==> src/rtl/pll_mon_pkg.sv <==
// Shared types and width helpers for the PLL lock monitor.
package pll_mon_pkg;

  typedef enum logic [1:0] {
    ST_IDLE   = 2'd0,
    ST_WAIT   = 2'd1,
    ST_LOCKED = 2'd2,
    ST_LOST   = 2'd3
  } ch_state_t;

  // Width of a timer that must hold values 0..lock_timeout.
  function automatic int tmr_w(input int lock_timeout);
    return (lock_timeout < 1) ? 1 : $clog2(lock_timeout + 1);
  endfunction

  // Width of a counter that must hold values 0..stable_cycles.
  function automatic int stb_w(input int stable_cycles);
    return (stable_cycles < 1) ? 1 : $clog2(stable_cycles + 1);
  endfunction

endpackage

==> src/rtl/pll_lock_ch.sv <==
// One supervised PLL: input synchronizer, acquisition/loss FSM,
// timeout timer, stability counter, sticky flags and unlock counter.
module pll_lock_ch
  import pll_mon_pkg::*;
#(
  parameter int SYNC_STAGES   = 2,
  parameter int STABLE_CYCLES = 256,
  parameter int LOCK_TIMEOUT  = 65536,
  parameter int CNT_W         = 4
) (
  input  logic             clk,
  input  logic             rst,
  input  logic             pll_rst,
  input  logic             pll_lock,
  input  logic             err_clr,
  output logic             locked,
  output logic             timeout_err,
  output logic             unlock_err,
  output logic [CNT_W-1:0] unlock_cnt
);

  localparam int TMR_W = tmr_w(LOCK_TIMEOUT);
  localparam int STB_W = stb_w(STABLE_CYCLES);

  localparam logic [TMR_W-1:0] TMR_SAT  = TMR_W'(LOCK_TIMEOUT);
  localparam logic [TMR_W-1:0] TMR_ERR  = TMR_W'(LOCK_TIMEOUT - 1);
  localparam logic [TMR_W-1:0] TMR_ONE  = TMR_W'(1);
  localparam logic [STB_W-1:0] STB_LAST = STB_W'(STABLE_CYCLES - 1);
  localparam logic [STB_W-1:0] STB_ONE  = STB_W'(1);
  localparam logic [CNT_W-1:0] CNT_SAT  = '1;
  localparam logic [CNT_W-1:0] CNT_ONE  = CNT_W'(1);

  logic [SYNC_STAGES-1:0] sync_q;
  logic                   lock_s;
  ch_state_t              state;
  logic [TMR_W-1:0]       tmr_q;
  logic [STB_W-1:0]       stb_q;

  assign lock_s = sync_q[SYNC_STAGES-1];

  // Bring the asynchronous lock output into the clk domain.
  always_ff @(posedge clk) begin
    if (rst) begin
      sync_q <= '0;
    end else begin
      sync_q <= {sync_q[SYNC_STAGES-2:0], pll_lock};
    end
  end

  // Acquisition/loss FSM with its timers, sticky flags and loss counter.
  always_ff @(posedge clk) begin
    if (rst) begin
      state       <= ST_IDLE;
      tmr_q       <= '0;
      stb_q       <= '0;
      locked      <= 1'b0;
      timeout_err <= 1'b0;
      unlock_err  <= 1'b0;
      unlock_cnt  <= '0;
    end else begin
      // A PLL held in reset is never reported as locked, even for one cycle.
      locked <= (state == ST_LOCKED) && !pll_rst;

      // Clear first so that an error event later in this block wins.
      if (err_clr) begin
        timeout_err <= 1'b0;
        unlock_err  <= 1'b0;
        unlock_cnt  <= '0;
      end

      if (pll_rst) begin
        state <= ST_IDLE;
        tmr_q <= '0;
        stb_q <= '0;
      end else begin
        case (state)
          ST_IDLE: begin
            state <= ST_WAIT;
            tmr_q <= '0;
            stb_q <= '0;
          end
          ST_WAIT: begin
            if (tmr_q != TMR_SAT) tmr_q <= tmr_q + TMR_ONE;
            // Flag only; a late lock is still accepted.
            if (tmr_q == TMR_ERR) timeout_err <= 1'b1;
            if (lock_s) begin
              if (stb_q == STB_LAST) begin
                state <= ST_LOCKED;
                stb_q <= '0;
                tmr_q <= '0;
              end else begin
                stb_q <= stb_q + STB_ONE;
              end
            end else begin
              stb_q <= '0;
            end
          end
          ST_LOCKED: begin
            // No glitch filtering once locked: any low cycle is a loss.
            if (!lock_s) begin
              state      <= ST_LOST;
              unlock_err <= 1'b1;
              if (err_clr)                  unlock_cnt <= CNT_ONE;
              else if (unlock_cnt != CNT_SAT) unlock_cnt <= unlock_cnt + CNT_ONE;
            end
          end
          ST_LOST: begin
            state <= ST_WAIT;
            tmr_q <= '0;
            stb_q <= '0;
          end
          default: begin
            state <= ST_IDLE;
            tmr_q <= '0;
            stb_q <= '0;
          end
        endcase
      end
    end
  end

endmodule

==> src/rtl/pll_lock_monitor.sv <==
// Multi-channel PLL lock supervisor: one pll_lock_ch per PLL plus a
// registered all_locked that gates downstream clock consumers.
module pll_lock_monitor
  import pll_mon_pkg::*;
#(
  parameter int NUM_CH        = 2,
  parameter int SYNC_STAGES   = 2,
  parameter int STABLE_CYCLES = 256,
  parameter int LOCK_TIMEOUT  = 65536,
  parameter int CNT_W         = 4
) (
  input  logic                    clk,
  input  logic                    rst,
  input  logic [NUM_CH-1:0]       pll_rst,
  input  logic [NUM_CH-1:0]       pll_lock,
  input  logic                    err_clr,
  output logic [NUM_CH-1:0]       locked,
  output logic                    all_locked,
  output logic [NUM_CH-1:0]       timeout_err,
  output logic [NUM_CH-1:0]       unlock_err,
  output logic [NUM_CH*CNT_W-1:0] unlock_cnt
);

  for (genvar gi = 0; gi < NUM_CH; gi++) begin : g_ch
    pll_lock_ch #(
      .SYNC_STAGES   (SYNC_STAGES),
      .STABLE_CYCLES (STABLE_CYCLES),
      .LOCK_TIMEOUT  (LOCK_TIMEOUT),
      .CNT_W         (CNT_W)
    ) u_ch (
      .clk         (clk),
      .rst         (rst),
      .pll_rst     (pll_rst[gi]),
      .pll_lock    (pll_lock[gi]),
      .err_clr     (err_clr),
      .locked      (locked[gi]),
      .timeout_err (timeout_err[gi]),
      .unlock_err  (unlock_err[gi]),
      .unlock_cnt  (unlock_cnt[gi*CNT_W +: CNT_W])
    );
  end

  // Global lock is the registered AND of every channel's lock status.
  always_ff @(posedge clk) begin
    if (rst) begin
      all_locked <= 1'b0;
    end else begin
      all_locked <= &locked;
    end
  end

endmodule

==> config.mk <==
export PLATFORM = sky130hd
export DESIGN_NAME = pll_lock_monitor
export DESIGN_NICKNAME = d
export VERILOG_FILES = /design/src/rtl/pll_mon_pkg.sv /design/src/rtl/pll_lock_ch.sv /design/src/rtl/pll_lock_monitor.sv
export SDC_FILE = /design/constraint.sdc
export NUM_CORES = 1
export LEC_CHECK = 0
export ABC_CLOCK_PERIOD_IN_PS = 2200
export CORE_ASPECT_RATIO = 0.7
export CORE_UTILIZATION = 50
export DETAILED_ROUTE_END_ITERATION = 8
export PLACE_DENSITY = 0.69
export SKIP_LAST_GASP = 1
export SYNTH_ARGS = -nofsm -noshare
export SYNTH_HDL_FRONTEND = slang
export SYNTH_HIERARCHICAL = 1
export SYNTH_SLANG_ARGS = --single-unit
==> constraint.sdc <==
create_clock -name clk -period 2.2 [get_ports clk]
set_input_delay 0.44 -clock clk [delete_from_list [all_inputs] [get_ports clk]]
set_output_delay 0.44 -clock clk [all_outputs]
set_load 0.03 [all_outputs]
==> impl_metrics.yaml <==
place:
  numPortBuffers: 21
  dpl.hpwl_mm: 6.271
  placed_area_sq_um: 4277
  gp_congestion: 0.8487
sta:
  min_period_ps: 2015
  worst_pin_slew_ps: 656.7
  setup_viol: 0
  hold_viol: 0
  final-max-slew-violation-count: 0
  rsz0062_at_grt: "no"
  max-slew-margin-rel_pct: 56.07
  tns_ps: 0
  worst_hold_slack_ps: 434.5
  max_freq_mhz: 496.2
  min_period_over_period_pct: 91.60
  fin_skew_ps: 11.08
clock_network:
  cts_tree: "yes"
  cts_made_buffers: 9
  cts_sinks: 75
  postCtsSetupRepairBufs: 0
  cts_resized: 0
  cts_buffer_depth: 2
  clk_pin_slew_worst_paths_ps: 80
  cts_root_buffer: "clkbuf_8"
  clock_latency_ps: 360
  hold_buffers: 0
  cts_max_level: 3
worst_setup_path:
  slowest_delay_ps: 460
  worstPathCellList: "ha_1 -> and3_1 -> nand4_1 -> nor4_1 -> ha_1 -> nand2_1 -> nand2_1 -> o21ai_0"
  end_kind: "register"
  startpoint_type: "register"
  critPathMaxFanout: 6
  crit_type: "reg -> reg"
  crit_slowest_cell: "nor4_1"
  worst_ep_required_time_ps: 2490
  crit_family: "simple AND/OR/NAND/NOR gates"
  crit_buf_inv: 0
  worstPathArrival_ps: 2300
routing:
  vias: 3473
  drcViolationCount: 0
  drt_iter0_drc: 199
  via_per_inst: 5.808
  ant_nets: 0
  wire_per_inst_um: 14.60
  detail_route.wirelength_mm: 8.732
  drt-pass1-iter-count: 4
global_routing:
  grtUsageTotal_pct: 23.33
  grt_pass1_wl_mm: 14.54
  grt_max_degree: 21
  grt_pass1_vias: 3015
  overflow: 0
  antenna_found_initial: 0
final_layout:
  drive_gt1_share_pct: 10.60
  area_growth_pct: 16.43
  diodes: 0
  final_nets: 516
  finish.instance_area_sq_um: 4486
synthesis:
  ys_seq_area_share_pct: 38.97
  ys_top_cells_by_area: "dfxtp_1 (39%), nand2_1 (4.7%), ha_1 (4.5%)"
  yosysWarnings: 6
  synth_top_cell_area_share_pct: 38.97
  synth_edf_count: 0
  syn_area_sq_um: 3852
  async_flop_share_pct: 0
  ys_seq_elements: 75
  yosysUniqueCellTypes: 68
  yosysTopAreaCell: "dfxtp_1"
  synthFlopType: "dfxtp_1"
  avgSynthCellArea_sq_um: 8.504
  netlist_instances: 453
  syn_nets: 474
run_status:
  status: "finished, final reports clean"
power:
  powerDensity_nw_per_um2: 612.1
  power_mw: 2.745
  leakagePower_nw: 1.567
  vdd_drop_max_mv: 0.4981
run:
  cap_violations: 0
floorplanning:
  die_w_um: 106.9
  initial_core_util_pct: 52.17
  ioPinCount: 22
  core-area_sq_um: 7385
  fp.dieH_um: 75.44
  rows: 26
  die_area_sq_um: 8066
hold_path:
  hp-class: "reg -> reg"
power breakdown:
part           switching (mW)  internal [mW]
clock                   0.515          0.636
combinational          0.0979         0.0868
sequential             0.0295           1.38
total                   0.643           2.10
cells by family after synthesis:
logic type / share of synthesized area (%)
buf+inv: 4.157
mux: 1.072
compound gates: 19.03
fa+ha+maj: 4.547
simple gates: 29.04
xor+xnor: 3.183
flops: 38.97
state kept, by name, summed over array words and instances, names as in the netlist:
register               count
g_ch.u_ch/stb_q           18
g_ch.u_ch/locked           2
g_ch.u_ch/timeout_err      2
g_ch.u_ch/unlock_cnt       8
g_ch.u_ch/unlock_err       2
g_ch.u_ch/state            4
g_ch.u_ch/sync_q           4
g_ch.u_ch/tmr_q           34
all_locked                 1
synthesized netlist by cell type (3+ instances only):
library cell,instances
a21oi_1,23
a22o_1,3
a31oi_1,17
a32o_1,3
and2_1,4
and3_1,9
and4_1,5
buf_6,3
clkbuf_1,5
dfxtp_1,75
ha_1,14
inv_1,18
mux2i_1,3
nand2_1,48
nand2b_1,8
nand3_1,30
nand4_1,13
nor2_1,32
nor2b_1,5
nor3_1,13
nor3b_1,3
nor4_1,12
nor4b_1,4
o21ai_0,27
o31ai_1,5
or3_1,4
xnor2_1,5
xor2_1,9
worst register-to-register path: stages, from the launching register on:
cell and delay, ps:
dfxtp_1 430, ha_1 230, and3_1 200, nand4_1 140
nor4_1 460, ha_1 310, nand2_1 60, nand2_1 50
o21ai_0 60
placed cells by master, fill, tap and decap left out, drive strengths merged, types with 3 or more instances in the layout:
cell type      Yosys  routed
a22o               3       3
o31ai              5       5
xnor2              5       5
ha                14      14
and4               5       5
nor2b              5       5
a32o               3       3
a21oi             23      23
or3                4       4
nand4             13      13
nand2             49      49
inv               19      19
clkdlybuf4s50      0      21
xor2               9       9
dfxtp             75      75
nor4b              4       4
o21ai             29      29
nand3             31      31
clkinv             2       4
or2                3       3
buf                8      23
nor2              32      32
nor4              14      14
clkbuf             5      11
nand2b             8       8
and3               9       9
nor3b              3       3
nor3              13      13
and2               4       4
mux2i              3       3
a31oi             18      18
metrics by stage:
stage          instances  util (%)  setup WS (ps)
2_1_floorplan        453         -          284.8
3_3_place_gp         582     57.91         -11.26
3_5_place_dp         582     57.91         -8.585
4_1_cts              598     60.74          217.8
5_1_grt              598     60.74          59.01
6_report             598     60.74          184.8
final timing paths:
| path | startpoint | end | slack [ps] | cells past startpoint |
|---|---|---|---|---|
| min | g_ch[1].u_ch/sync_q[0]$_SDFF_PP0_ | g_ch[1].u_ch/sync_q[1]$_SDFF_PP0_ | 430 | 1 |
| max | g_ch[0].u_ch/tmr_q[0]$_SDFFE_PP0P_ | g_ch[0].u_ch/tmr_q[16]$_SDFFE_PP0P_ | 180 | 8 |
| min reg2reg | g_ch[1].u_ch/sync_q[0]$_SDFF_PP0_ | g_ch[1].u_ch/sync_q[1]$_SDFF_PP0_ | 430 | 1 |
| max reg2reg | g_ch[0].u_ch/tmr_q[0]$_SDFFE_PP0P_ | g_ch[0].u_ch/tmr_q[16]$_SDFFE_PP0P_ | 180 | 8 |
area by class of cell:
type	instances	area (sq um)
clock buffers	11	131.4
clock inverters	5	77.57
fillers	652	2899
repair buffers	44	382.9
multi-input cells	344	2191
inverters	21	78.83
well taps	98	122.6
flip-flops and latches	75	1501
layer usage:
metal  share of wire (%)  global-route usage, %  routed length [um]  up-vias
met5                   0                      0                   0        -
met4                 1.4                  10.65                 125        0
met3                 4.7                  5.047                 413       11
met1                  53                  33.65                4588     1627
li1                    -                      -                   -     1752
met2                  41                  33.33                3604       83
No activity file was read; power rests on OpenSTA's default activity.
